--- src/rtl/rx_bg_top.sv ---
// Oversampling UART receiver: 2-flop synchronizer, baud tick generator and start/data/stop FSM.
// Define RX_FRAME_ERR_EN to drop frames with a bad stop bit and pulse o_frame_err instead.
module rx_bg_top #(
    parameter int DBIT     = 8,
    parameter int SB_TICK  = 16,
    parameter int NB_STATE = 2,
    parameter int BAUD_DIV = 163
) (
    input  logic            i_clock,
    input  logic            i_reset,
    input  logic            i_rx,
    output logic [DBIT-1:0] o_data,
    output logic            o_rx_done_tick,
    output logic            o_frame_err
);

    localparam int TW = (BAUD_DIV > 1) ? $clog2(BAUD_DIV) : 1;
    localparam int NW = (DBIT > 1) ? $clog2(DBIT) : 1;

    typedef enum logic [NB_STATE-1:0] {
        IDLE,
        START,
        DATA,
        STOP
    } state_t;

    state_t          state;
    logic            rx_meta;
    logic            rx_sync;
    logic [TW-1:0]   tick_cnt;
    logic            tick;
    logic [3:0]      s;
    logic [NW-1:0]   n;
    logic [DBIT-1:0] b;

    // Both flops reset high so a reset never looks like a start bit.
    always_ff @(posedge i_clock) begin
        if (i_reset) begin
            rx_meta <= 1'b1;
            rx_sync <= 1'b1;
        end else begin
            rx_meta <= i_rx;
            rx_sync <= rx_meta;
        end
    end

    assign tick = (tick_cnt == TW'(BAUD_DIV - 1));

    always_ff @(posedge i_clock) begin
        if (i_reset) begin
            tick_cnt <= '0;
        end else if (tick) begin
            tick_cnt <= '0;
        end else begin
            tick_cnt <= tick_cnt + 1'b1;
        end
    end

    always_ff @(posedge i_clock) begin
        if (i_reset) begin
            state          <= IDLE;
            s              <= '0;
            n              <= '0;
            b              <= '0;
            o_data         <= '0;
            o_rx_done_tick <= 1'b0;
            o_frame_err    <= 1'b0;
        end else begin
            o_rx_done_tick <= 1'b0;
            o_frame_err    <= 1'b0;
            case (state)
                IDLE: begin
                    if (!rx_sync) begin
                        state <= START;
                        s     <= '0;
                    end
                end
                // Half a bit in: a line that has gone high again was only a glitch.
                START: begin
                    if (tick) begin
                        if (s == 4'd7) begin
                            s <= '0;
                            if (!rx_sync) begin
                                state <= DATA;
                                n     <= '0;
                            end else begin
                                state <= IDLE;
                            end
                        end else begin
                            s <= s + 4'd1;
                        end
                    end
                end
                DATA: begin
                    if (tick) begin
                        if (s == 4'd15) begin
                            s <= '0;
                            b <= {rx_sync, b[DBIT-1:1]};
                            if (n == NW'(DBIT - 1)) begin
                                state <= STOP;
                            end else begin
                                n <= n + 1'b1;
                            end
                        end else begin
                            s <= s + 4'd1;
                        end
                    end
                end
                STOP: begin
                    if (tick) begin
                        if (s == 4'(SB_TICK - 1)) begin
                            state <= IDLE;
                            s     <= '0;
`ifdef RX_FRAME_ERR_EN
                            if (rx_sync) begin
                                o_data         <= b;
                                o_rx_done_tick <= 1'b1;
                            end else begin
                                o_frame_err <= 1'b1;
                            end
`else
                            o_data         <= b;
                            o_rx_done_tick <= 1'b1;
`endif
                        end else begin
                            s <= s + 4'd1;
                        end
                    end
                end
                default: begin
                    state <= IDLE;
                end
            endcase
        end
    end

endmodule

--- config.mk ---
export PLATFORM = sky130hd
export DESIGN_NAME = rx_bg_top
export DESIGN_NICKNAME = d
export VERILOG_FILES = /design/src/rtl/rx_bg_top.sv
export SDC_FILE = /design/constraint.sdc
export NUM_CORES = 1
export LEC_CHECK = 0
export CORE_UTILIZATION = 35
export DETAILED_ROUTE_END_ITERATION = 10
export PLACE_DENSITY = 0.61
export SETUP_SLACK_MARGIN = 0.2
export SYNTH_ARGS = -nofsm -noshare
export SYNTH_HDL_FRONTEND = slang
export SYNTH_SLANG_ARGS = --single-unit
export TNS_END_PERCENT = 5
--- constraint.sdc ---
create_clock -name i_clock -period 2.1 [get_ports i_clock]
set_input_delay 0.315 -clock i_clock [delete_from_list [all_inputs] [get_ports i_clock]]
set_output_delay 0.315 -clock i_clock [all_outputs]
set_load 0.01 [all_outputs]
; ---- Yosys cells after proc, flatten, opt, wreduce, memory -nomap -nowiden
; Index checks and enable logic that the tools add are counted.
; W data, S select, Z words.
[word_totals]
regBits = 36
latchBits = 0
ramBits = 0
mem_bits_ro = 0
inputBits = 3
output_inout_bits = 10
elab_cells = 66
memories = 0
[classes]
add_sub_neg = 3
n_mul = 0
div_mod_pow = 0
n_lt_le_gt_ge = 0
n_eq_ne = 18
shift = 0
muxes = 24
bitwise_logic = 2
reduce_logical = 10
[ops]
columns = cell, n
row1 = $mux W4, 5
row2 = $ne A2 B2 Y1 const B, 10
row3 = $mux W2, 9
row4 = $mux W3, 6
row5 = $pmux W4 S3, 1
row6 = $reduce_and A3 Y1, 3
row7 = $add A8 B1 Y8 const B, 1
row8 = $eq A8 B8 Y1 const B, 1
row9 = $pmux W2 S4, 1
row10 = $reduce_and A8 Y1, 1
row11 = $reduce_and A7 Y1, 1
row12 = $pmux W3 S2, 1
row13 = $add A4 B1 Y4 const B, 1
row14 = $eq A2 B2 Y1 const B, 2
row15 = $eq A4 B3 Y1 const B, 1
row16 = $eq A4 B4 Y1 const B, 1
row17 = $reduce_or A2 Y1, 2
row18 = $add A3 B1 Y3 const B, 1
row19 = $eq A3 B3 Y1 const B, 1
row20 = $reduce_or A3 Y1, 1
row21 = $eq A2 B1 Y1 const B, 1
row22 = $logic_not A2 Y1, 1
row23 = $ne A2 B1 Y1 const B, 1
row24 = $not A1 Y1, 2
row25 = 2 further kinds, 2

; ---- Longest topological paths before layout
; Gate-level depths: netlist (run 1).
[logic_depth]
depth_word = 5
ltp_mapped = 8
ltp_nobuf = 6

; ---- Least setup slack after synthesis (run 1)
; Ideal clock, no wire load.
[synth_timing]
path_kind = register -> register
startpoint = register tick_cnt[0]
endpoint = register state[0]
setup_ns = 0.116
t_arrival_ns = 1.459
required_ns = 1.984
slack_ns = 0.526
stages_incl_launch_ff = 8
path_buffers = 1
synth_period_minus_slack_ns = 1.574
path_cell_list = dfxtp_1 inv_1 ha_1 nor4b_4 and2_1 buf_4 a211o_1 and3_1
[synth_between]
elab_chain_len = 3
word_cells_on_any_way = 5
classes_between = eq/ne: 4 / reduce/logical: 1
[synth_rtl]
columns = item, line_no
row1 = from (decl), 30  ; logic [TW-1:0] tick_cnt;
row2 = from (signal assigned), 55  ; tick_cnt <= tick_cnt + 1'b1;
row3 = $eq A8 B8 Y1 (*), 47  ; assign tick = (tick_cnt == TW'(BAUD_DIV - 1));
row4 = $ne A2 B2 Y1 (no source line), --
row5 = $reduce_and A8 Y1 (no source line) (*), --
row6 = to (signal assigned), 61  ; state <= IDLE;
row7 = to (signal assigned), 74  ; state <= START;
row8 = to (signal assigned), 84  ; state <= DATA;
row9 = to (decl), 27  ; state_t state;
; Every way passes the cells marked *; elsewhere a longest branch is shown, timed or not.
; A chain may end at the register's enable or synchronous reset.

; ---- Worst setup path in the final report (run 1)
[layout_timing]
startpoint = register tick_cnt[1]
endpoint = register s[0]
[layout_between]
elab_chain_len = 3
word_cells_on_any_way = 4
classes_between = eq/ne: 3 / reduce/logical: 1
[layout_rtl]
columns = item, line_no
row1 = $eq A8 B8 Y1 (*), 47
row2 = $ne A2 B1 Y1 (no source line) / $ne A2 B2 Y1 (equally long branches), --
row3 = $reduce_and A3 Y1 (no source line) (*), --
row4 = to (signal assigned), 90  ; s <= s + 4'd1;
row5 = to (signal assigned), 105  ; s <= s + 4'd1;
row6 = to (signal assigned), 126  ; s <= s + 4'd1;
row7 = to (decl), 32  ; logic [3:0] s;
; Marked as above.

==> results of run 1 <==
## cell usage in the layout, fill, tap and decap left out, types with 2 or more instances in the layout
cell type / count
xor2_1: 7
a21oi_1: 7
nor4_1: 2
or2_2: 2
clkdlybuf4s50_1: 11
o21ai_0: 4
mux2i_1: 16
dfxtp_1: 36
nor2_1: 28
clkbuf_8: 6
and3_1: 4
ha_1: 5
inv_1: 3
buf_4: 2
nand2_1: 2
xnor2_1: 2
nand4_1: 4
nand3_1: 7
and2_1: 2
o21bai_1: 2
a31o_2: 3
## cell families after synthesis
group,Yosys count,synth area share [%]
simple gates,64,22.7
flops,36,45.3
compound gates,20,8.26
mux,16,10.1
buf+inv,14,4.56
xor+xnor,9,4.96
fa+ha+maj,5,3.93
other cells,1,0.236
## how the worst max path moves through the flow
stage	from	endpoint	slack [ns]
after CTS	tick_cnt[0]$_SDFF_PP0_	b[3]$_SDFFE_PP0P_	0.32
after detailed placement	tick_cnt[0]$_SDFF_PP0_	b[0]$_SDFFE_PP0P_	0.34
after global placement	tick_cnt[0]$_SDFF_PP0_	b[5]$_SDFFE_PP0P_	0.41
after global routing	tick_cnt[0]$_SDFF_PP0_	tick_cnt[5]$_SDFF_PP0_	0.12
final	tick_cnt[1]$_SDFF_PP0_	s[0]$_SDFFE_PP0P_	0.33
after floorplan	tick_cnt[0]$_SDFF_PP0_	state[0]$_SDFFE_PP0P_	0.53
## power by group
part / internal (mW) / switching [mW]
combinational: 0.0205 / 0.0247
clock: 0.268 / 0.258
sequential: 0.690 / 0.0116
## synthesized netlist by cell type (2+ instances only)
master / count
a21oi_1: 7
buf_4: 2
o21bai_1: 2
and2_1: 2
nor4_1: 2
and3_1: 4
inv_1: 3
nand2_1: 2
buf_2: 4
clkbuf_1: 4
o21ai_0: 4
nand4_1: 4
mux2i_1: 16
ha_1: 5
or2_2: 2
nand3_1: 7
a31o_2: 3
dfxtp_1: 36
nor2_1: 28
xnor2_1: 2
xor2_1: 7
## stage by stage
| stage | total power, mW | util, % | instance area [sq um] |
|---|---|---|---|
| 2_1_floorplan | 0.751 | - | 1590 |
| 3_3_place_gp | 0.761 | 39.5 | 1720 |
| 3_5_place_dp | 0.763 | 39.5 | 1720 |
| 4_1_cts | 1.30 | 41.7 | 1820 |
| 5_1_grt | 1.34 | 41.7 | 1820 |
| 6_report | 1.27 | 41.7 | 1820 |
## final cells by class
type | instances | area, sq um
Fill cell | 413 | 2540
Multi-Input combinational cell | 115 | 798
Sequential cell | 36 | 721
Timing Repair Buffer | 13 | 125
Clock buffer | 6 | 82.6
Tap cell | 52 | 65.1
Clock inverter | 2 | 13.8
Inverter | 3 | 11.3
## critical path: stages, from the launching register on
cell and delay, ns:
dfxtp_1 0.40, ha_1 0.17, nor4b_4 0.33, and2_1 0.37
o21bai_1 0.15, a31o_2 0.26
## flip-flops by register name (all words and copies together), names as in the netlist, named ones only
register	flops
state	1
b	8
rx_meta	1
o_rx_done_tick	1
n	3
s	4
o_data	8
tick_cnt	8
rx_sync	1
## routing by layer
| metal | GRT usage, % | wire (um) | vias up |
|---|---|---|---|
| li1 | - | - | 592 |
| met1 | 16.1 | 1300 | 539 |
| met2 | 21.8 | 1390 | 16 |
| met3 | 5.23 | 118 | 7 |
| met4 | 6.80 | 64 | 0 |
| met5 | 0 | 0 | - |
==> summary.json, run 1 <==
{
  "setup_tns_ns": 0,
  "r2r.worst_path.cells": 5,
  "post_synth_num_cell_types": 40,
  "min_path_cells": 1,
  "asyncSetResetFlopFracSynth_pct": 0,
  "finalNonFillerCells": 227,
  "synthesis.area_sq_um": 1590,
  "design.final.nets": 182,
  "worst-path-max-fanout": 9,
  "postSynthAreaPerCell_sq_um": 9.64,
  "gp_congestion": 0.771,
  "critical_path.reg2reg.endpoint": "s[0]$_SDFFE_PP0P_",
  "pre_cts_ws_ns": 0.341,
  "tritoncts.num_buffers": 5,
  "postCtsSetupRepairBufs": 0,
  "dr_total_vias": 1154,
  "cts-htree-levels": 2,
  "max_cap_viol_count": 0,
  "ctsRootBufferMaster": "clkbuf_8",
  "path_class": "reg -> reg",
  "synth_top_area_cell": "dfxtp_1",
  "core_region_area_sq_um": 4350,
  "seq_area_frac_synth_pct": 45.3,
  "worst_hold_startpoint": "rx_meta$_SDFF_PP1_",
  "global_route_wire_length_before_repair_um": 5110,
  "timing_max_transition_violations_final": 0,
  "syn_to_final_growth_pct": 14.2,
  "post-synth-top-area-fraction_pct": 45.3,
  "first_global_vias": 1146,
  "critical_path.endpoint_type": "flip-flop",
  "route.antenna.remaining_nets": 0,
  "drive_gt1_share_pct": 10.9,
  "tritoncts": "built",
  "number_of_detailed_route_iterations_in_the_first_pass": 4,
  "postSynthRegisterBits": 36,
  "drt-vias-per-instance": 5.08,
  "max_freq_mhz": 564,
  "period_share_pct": 84.4,
  "chipWidth_um": 69.4,
  "die_h_um": 69.4,
  "drtIter0Drc": 53,
  "power_density_nw_per_um2": 701,
  "die_area_sq_um": 4820,
  "worstReg2RegStart": "tick_cnt[1]$_SDFF_PP0_",
  "holdWs_ns": 0.415,
  "mappedNetlistNets": 173,
  "whs_endpoint": "rx_sync$_SDFF_PP1_",
  "peakVddDrop_mv": 0.491,
  "netlist_instances": 165,
  "worst_hold_path_type": "reg -> reg",
  "design.portCount": 13,
  "ctsHoldBuffers": 0,
  "detail_route.wl_per_cell_um": 12.6,
  "post-route-drc-count": 0,
  "post_cts.resized_instances": 0,
  "dp_cells": 219,
  "maximum_number_of_pins_on_one_net_before_global_route_repair": 26,
  "cts.sink_count": 36,
  "critPathLaunchType": "flip-flop",
  "place.detailed.hpwl_um": 2020,
  "worstSkewPairLatency_ns": 0.29,
  "drt-total-wl_um": 2870,
  "yosysWarningCount": 0,
  "hold_violations": 0,
  "period_minus_slack_ns": 1.77,
  "worst_ep_required_time_ns": 2.29,
  "initial_standard_cell_utilization_of_the_core_pct": 36.5,
  "grt.overflow.total": 0,
  "synth-edff-count": 0,
  "leading_post_synthesis_cells_by_cell_area": "dfxtp_1, mux2i_1, nor2_1",
  "clk_pin_slew_ns": 0.07,
  "timing.reg2reg.setup_slack_ns": 0.33,
  "power.static_leakage_nw": 0.766,
  "arrival_time_reported_for_the_critical_path_endpoint_ns": 1.96,
  "antenna_cells": 0,
  "final-setup-viol-count": 0,
  "final.setup.worst_slack_ns": 0.328,
  "number_of_antenna_violations_at_the_first_check_in_global_routing": 0,
  "grt_util_all_layers_pct": 13.7,
  "run_status": "completed",
  "timing.clock.skew_ns": 0.00336,
  "fp-row-count": 24,
  "numPortBuffers": 11,
  "rsz_0062_raised_after_global_routing": "true",
  "clock_path_buffers": 2,
  "yosys_most_used_dff": "dfxtp_1"
}
No activity file was read; power rests on OpenSTA's default activity.
==> run 2, diff against run 1 <==
Clock period 2.1 ns to 1.65 ns, I/O delays scaled along.
==> summary.json, run 2 (same netlist as run 1, synthesis figures left out) <==
{
  "run_status": "completed",
  "drt-vias-per-instance": {"value": 5.03, "change": "-1.1%"},
  "detail_route.wl_per_cell": {"value": 12.7, "unit": "um", "change": "+0.30%"},
  "p_switching": {"value": 351, "unit": "uW", "change": "+19%"},
  "max_freq": {"value": 652, "unit": "MHz", "change": "+15%"},
  "initial_standard_cell_utilization_of_the_core": {"value": 36.5, "unit": "%", "change": "unchanged"},
  "period_share": {"value": 93.0, "unit": "%", "change": "+8.6 points"},
  "setup_tns": {"value": 0, "unit": "ns", "change": "unchanged"},
  "seqPwrFrac": {"value": 51.9, "unit": "%", "change": "-3.2 points"},
  "share_comb_of_total_power": {"value": 4.8, "unit": "%", "change": "+1.2 points"},
  "number_of_detailed_route_iterations_in_the_first_pass": {"value": 4, "change": "unchanged"},
  "worstSkewPairLatency": {"value": 0.28, "unit": "ns", "change": "about the same"},
  "pre_cts_ws": {"value": -0.0321, "unit": "ns", "change": "-0.373 ns"},
  "route.antenna.remaining_nets": {"value": 0, "change": "unchanged"},
  "worst_hold_path_type": "reg -> reg",
  "period_minus_slack": {"value": 1.53, "unit": "ns", "change": "-0.237 ns"},
  "arrival_time_reported_for_the_critical_path_endpoint": {"value": 1.71, "unit": "ns", "change": "-0.25 ns"},
  "antenna_cells": {"value": 0, "change": "unchanged"},
  "cp_top_family": "simple AND/OR/NAND/NOR gates",
  "rsz_0062_raised_after_global_routing": "true",
  "gp_congestion": {"value": 0.820, "change": "+6.3%"},
  "worstPathCellList": "inv_2, ha_4, nor4b_4, buf_4, and4_4, mux2i_1, nor2_1",
  "path_class": "reg -> reg",
  "worst-path-max-fanout": {"value": 8, "change": "-1"},
  "critical_path.slowest_cell": "dfxtp_2",
  "hold_violations": {"value": 0, "change": "unchanged"},
  "peakVddDrop": {"value": 0.478, "unit": "mV", "change": "-2.7%"},
  "clock_power_share": {"value": 43.3, "unit": "%", "change": "+2.0 points"},
  "largest_registers": "b (8), o_data (8), tick_cnt (8)",
  "drive_gt1_share": {"value": 23.0, "unit": "%", "change": "+12 points"},
  "global_route_wire_length_before_repair": {"value": 5130, "unit": "um", "change": "+0.27%"},
  "fp-row-count": {"value": 24, "change": "unchanged"},
  "max_cap_viol_count": {"value": 0, "change": "unchanged"},
  "die_h": {"value": 69.4, "unit": "um", "change": "unchanged"},
  "timing_max_transition_violations_final": {"value": 0, "change": "unchanged"},
  "grt_util_all_layers": {"value": 13.7, "unit": "%", "change": "about the same"},
  "critPathLaunchType": "flip-flop",
  "place.detailed.hpwl": {"value": 2110, "unit": "um", "change": "+4.3%"},
  "cts.sink_count": {"value": 36, "change": "unchanged"},
  "numPortBuffers": {"value": 11, "change": "unchanged"},
  "critical_path.endpoint_type": "flip-flop",
  "cts-htree-levels": {"value": 2, "change": "unchanged"},
  "die_area": {"value": 4820, "unit": "sq um", "change": "unchanged"},
  "chipWidth": {"value": 69.4, "unit": "um", "change": "unchanged"},
  "clk_pin_slew": {"value": 0.07, "unit": "ns", "change": "about the same"},
  "ctsRootBufferMaster": "clkbuf_8",
  "clock_path_buffers": {"value": 2, "change": "unchanged"},
  "most-common-layout-cells": "dfxtp_1, nor2_1, mux2i_1, clkdlybuf4s50_1, buf_4",
  "design.final.nets": {"value": 190, "change": "+4.4%"},
  "timing.critical_path.buf_inv": {"value": 2, "change": "+2"},
  "final-setup-viol-count": {"value": 0, "change": "unchanged"},
  "cp_slowest_stage_delay": {"value": 0.32, "unit": "ns", "change": "-0.08 ns"},
  "ctsHoldBuffers": {"value": 0, "change": "unchanged"},
  "drtIter0Drc": {"value": 39, "change": "-26%"},
  "power.static_leakage": {"value": 0.798, "unit": "nW", "change": "+4.2%"},
  "maximum_number_of_pins_on_one_net_before_global_route_repair": {"value": 16, "change": "-38%"},
  "dr_total_vias": {"value": 1182, "change": "+2.4%"},
  "layout.cells.most_common": "dfxtp_1",
  "core_region_area": {"value": 4350, "unit": "sq um", "change": "unchanged"},
  "final.setup.worst_slack": {"value": 0.115, "unit": "ns", "change": "-0.213 ns"},
  "post-route-drc-count": {"value": 0, "change": "unchanged"},
  "holdWs": {"value": 0.412, "unit": "ns", "change": "-0.00206 ns"},
  "timing.clock.skew": {"value": 0.00339, "unit": "ns", "change": "+0.0000301 ns"},
  "power_density": {"value": 871, "unit": "nW/um^2", "change": "+24%"},
  "drt-total-wl": {"value": 2980, "unit": "um", "change": "+3.8%"},
  "syn_to_final_growth_pct": 24.2,
  "tritoncts.num_buffers": {"value": 5, "change": "unchanged"},
  "tritoncts": "built",
  "first_global_vias": {"value": 1167, "change": "+1.8%"},
  "cellInternalPower": {"value": 1.37, "unit": "mW", "change": "+40%"},
  "grt.overflow.total": {"value": 0, "change": "unchanged"},
  "number_of_antenna_violations_at_the_first_check_in_global_routing": {"value": 0, "change": "unchanged"},
  "design.portCount": {"value": 13, "change": "unchanged"},
  "worst_ep_required_time": {"value": 1.83, "unit": "ns", "change": "-0.46 ns"},
  "power.switching_fraction": {"value": 20.4, "unit": "%", "change": "-2.7 points"}
}
run 2: repair_timing:
action	in CTS	in global routing
buffers inserted	1	0
resized for setup	15	5
setup endpoints to repair	32	38
endpoints found under the hold margin	0	0
pin swaps	6	3
run 2: power groups by stage:
stage | logic, mW | registers [mW] | clock network, mW
4_1_cts | 0.0814 | 0.892 | 0.773
5_1_grt | 0.0932 | 0.893 | 0.819
3_5_place_dp | 0.0774 | 0.911 | 0
6_report | 0.0818 | 0.892 | 0.745
2_1_floorplan | 0.0515 | 0.910 | 0
3_3_place_gp | 0.0749 | 0.910 | 0
run 2: stage by stage:
step                      instance area, sq um  std cells  total power [mW]  util [%]
after detailed placement                  1790        226             0.988      41.1
after floorplan                           1610        165             0.961         -
after CTS                                 1950        235              1.75      44.9
after global routing                      1970        235              1.80      45.3
final                                     1970        235              1.72      45.3
after global placement                    1790        226             0.985      41.1
run 2: worst paths after layout:
check | depth (start not counted) | to | from | slack [ns]
max | 7 | b[6]$_SDFFE_PP0P_ | tick_cnt[0]$_SDFF_PP0_ | 0.12
min | 1 | rx_sync$_SDFF_PP1_ | rx_meta$_SDFF_PP1_ | 0.41
max reg2reg | 7 | b[6]$_SDFFE_PP0P_ | tick_cnt[0]$_SDFF_PP0_ | 0.12
min reg2reg | 1 | rx_sync$_SDFF_PP1_ | rx_meta$_SDFF_PP1_ | 0.41
run 2: cell type report:
cell class / instances / area (sq um)
inverter: 3 / 11.3
tap: 52 / 65.1
multi-input combinational: 115 / 878
fill: 417 / 2380
clock buffer: 6 / 72.6
sequential: 36 / 727
timing repair buffer: 21 / 185
clock inverter: 2 / 35.0
run 2: per-layer routing:
| layer | vias up | routed length, um | share of wire, % | track usage (%) |
|---|---|---|---|---|
| li1 | 603 | - | - | - |
| met4 | 0 | 64 | 2.1 | 7.48 |
| met5 | - | 0 | 0 | 0 |
| met2 | 13 | 1400 | 47 | 21.5 |
| met3 | 4 | 89 | 3.0 | 4.94 |
| met1 | 562 | 1420 | 48 | 16.3 |
==> run 3, diff against run 2 <==
Settings changed: CORE_UTILIZATION 35 to 45, CTS_CLUSTER_DIAMETER set to 200, PLACE_DENSITY 0.61 to 0.72, SKIP_CTS_REPAIR_TIMING set to 1.
==> summary.json, run 3 (same netlist as run 1, synthesis figures left out) <==
{
  "chipWidth": {"value": 61.4, "unit": "um", "change": "-11%"},
  "fp-row-count": {"value": 21, "change": "-13%"},
  "grt.overflow.total": {"value": 0, "change": "unchanged"},
  "clk_pin_slew": {"value": 0.12, "unit": "ns", "change": "+0.05 ns"},
  "clock_path_buffers": {"value": 2, "change": "unchanged"},
  "tritoncts": "built",
  "first_global_vias": {"value": 1118, "change": "-4.2%"},
  "postLayoutCellArea": {"value": 2010, "unit": "sq um", "change": "+2.0%"},
  "antenna_cells": {"value": 0, "change": "unchanged"},
  "cts.sink_count": {"value": 36, "change": "unchanged"},
  "rsz_0062_raised_after_global_routing": "true",
  "grt_util_all_layers": {"value": 17.9, "unit": "%", "change": "+4.2 points"},
  "core_region_area": {"value": 3360, "unit": "sq um", "change": "-23%"},
  "global_route_wire_length_before_repair": {"value": 4960, "unit": "um", "change": "-3.2%"},
  "critPathLaunchType": "flip-flop",
  "drive_gt1_share": {"value": 25.8, "unit": "%", "change": "+2.9 points"},
  "drtIter0Drc": {"value": 43, "change": "+10%"},
  "final-setup-viol-count": {"value": 0, "change": "unchanged"},
  "design.portCount": {"value": 13, "change": "unchanged"},
  "timing.reg2reg.setup_slack": {"value": 0.02, "unit": "ns", "change": "-0.10 ns"},
  "ctsRootBufferMaster": "clkbuf_4",
  "number_of_antenna_violations_at_the_first_check_in_global_routing": {"value": 0, "change": "unchanged"},
  "numPortBuffers": {"value": 11, "change": "unchanged"},
  "arrival_time_reported_for_the_critical_path_endpoint": {"value": 1.89, "unit": "ns", "change": "+0.18 ns"},
  "max_cap_viol_count": {"value": 0, "change": "unchanged"},
  "number_of_detailed_route_iterations_in_the_first_pass": {"value": 4, "change": "unchanged"},
  "run_status": "completed",
  "num-fill-cells": {"value": 315, "change": "-24%"},
  "power_density": {"value": 791, "unit": "nW/um^2", "change": "-9.2%"},
  "tritoncts.num_buffers": {"value": 5, "change": "unchanged"},
  "detail_route.wl_per_cell": {"value": 13.4, "unit": "um", "change": "+5.7%"},
  "route.antenna.remaining_nets": {"value": 0, "change": "unchanged"},
  "power.static_leakage": {"value": 0.994, "unit": "nW", "change": "+25%"},
  "largest_registers": "b (8), o_data (8), tick_cnt (8)",
  "design.final.nets": {"value": 193, "change": "+1.6%"},
  "die_area": {"value": 3780, "unit": "sq um", "change": "-22%"},
  "syn_to_final_growth_pct": 26.6,
  "post-route-drc-count": {"value": 0, "change": "unchanged"},
  "maximum_number_of_pins_on_one_net_before_global_route_repair": {"value": 13, "change": "-3"},
  "instance_area_after_placement": {"value": 1800, "unit": "sq um", "change": "+0.42%"},
  "final.setup.worst_slack": {"value": 0.0181, "unit": "ns", "change": "-0.0972 ns"},
  "peakVddDrop": {"value": 0.614, "unit": "mV", "change": "+28%"},
  "dr_total_vias": {"value": 1220, "change": "+3.2%"},
  "critical_path.endpoint_type": "flip-flop",
  "pre_cts_ws": {"value": -0.0374, "unit": "ns", "change": "-0.00534 ns"},
  "die_h": {"value": 61.4, "unit": "um", "change": "-11%"},
  "period_minus_slack": {"value": 1.63, "unit": "ns", "change": "+0.0972 ns"},
  "gp_congestion": {"value": 0.791, "change": "-3.4%"},
  "path_class": "reg -> reg",
  "period_share": {"value": 98.9, "unit": "%", "change": "+5.9 points"},
  "max_freq": {"value": 613, "unit": "MHz", "change": "-6.0%"},
  "timing.clock.skew": {"value": 0.0118, "unit": "ns", "change": "+0.00843 ns"},
  "drt-vias-per-instance": {"value": 5.26, "change": "+4.5%"},
  "hold_violations": {"value": 0, "change": "unchanged"},
  "place.detailed.hpwl": {"value": 2140, "unit": "um", "change": "+1.5%"},
  "worstSkewPairLatency": {"value": 0.33, "unit": "ns", "change": "+0.05 ns"},
  "worst-path-max-fanout": {"value": 6, "change": "-2"},
  "initial_standard_cell_utilization_of_the_core": {"value": 47.3, "unit": "%", "change": "+11 points"},
  "drt-total-wl": {"value": 3110, "unit": "um", "change": "+4.3%"},
  "timing_max_transition_violations_final": {"value": 0, "change": "unchanged"},
  "most-common-layout-cells": "dfxtp_1, nor2_1, mux2i_1, buf_4, dlymetal6s2s_1",
  "layout.cells.most_common": "dfxtp_1",
  "cts-htree-levels": {"value": 2, "change": "unchanged"},
  "worst_hold_path_type": "reg -> reg",
  "worst_ep_required_time": {"value": 1.91, "unit": "ns", "change": "+0.08 ns"}
}
run 3: cell types whose count changed in the layout (fill, tap and decap cells not counted), sizes merged:
cell,before,now
clkbuf,6,5
buf,10,13
clkinvlp,0,1
dlymetal6s2s,0,9
clkdlybuf4s50,11,2
run 3: cell type report:
cell class                 count  area (sq um)  area share [%]
multi-input combinational    115           898            44.6
clock buffer                   5          37.5            1.86
sequential                    36           729            36.2
tap                           46          57.6            2.86
inverter                       3          13.8           0.684
clock inverter                 3          42.5            2.11
timing repair buffer          24           234            11.6
run 3: metrics by stage:
stage | utilization [%] | hold WS [ns] | power, mW | instances | TNS (ns)
floorplan | - | 0.351 | 0.961 | 165 | 0
global placement | 53.4 | 0.393 | 0.984 | 222 | 0
detailed placement | 53.4 | 0.404 | 0.992 | 222 | -0.0730
CTS | 55.8 | 0.438 | 1.60 | 230 | -0.133
global route | 59.9 | 0.459 | 1.67 | 232 | -0.127
finish | 59.9 | 0.432 | 1.59 | 232 | 0
run 3: path summary, 6_finish.rpt:
kind                                      endpoint  cells after the start                    from
worst max-delay path             s[2]$_SDFFE_PP0P_                      7  tick_cnt[0]$_SDFF_PP0_
worst min-delay path            rx_sync$_SDFF_PP1_                      1      rx_meta$_SDFF_PP1_
worst min register to register  rx_sync$_SDFF_PP1_                      1      rx_meta$_SDFF_PP1_
worst max register to register   s[2]$_SDFFE_PP0P_                      7  tick_cnt[0]$_SDFF_PP0_
run 3: per-layer routing:
| metal | vias to the layer above | wire length, um | global-route usage (%) |
|---|---|---|---|
| li1 | 612 | - | - |
| met1 | 592 | 1380 | 22.3 |
| met2 | 9 | 1640 | 30.6 |
| met3 | 7 | 52 | 3.99 |
| met4 | 0 | 41 | 6.35 |
| met5 | - | 0 | 0 |
run 3: report_power, final:
group          switching [mW]  total [mW]  internal [mW]
registers              0.0167       0.896          0.879
clock network           0.295       0.610          0.316
logic                  0.0416      0.0853         0.0437
total                   0.353        1.59           1.24
run 3: critical path: stages, from the launching register on:
cell	delay, ns
dfxtp_4	0.38
inv_4	0.05
ha_4	0.11
nor4b_4	0.25
buf_4	0.19
nand3b_4	0.07
or3b_1	0.38
a21oi_2	0.13
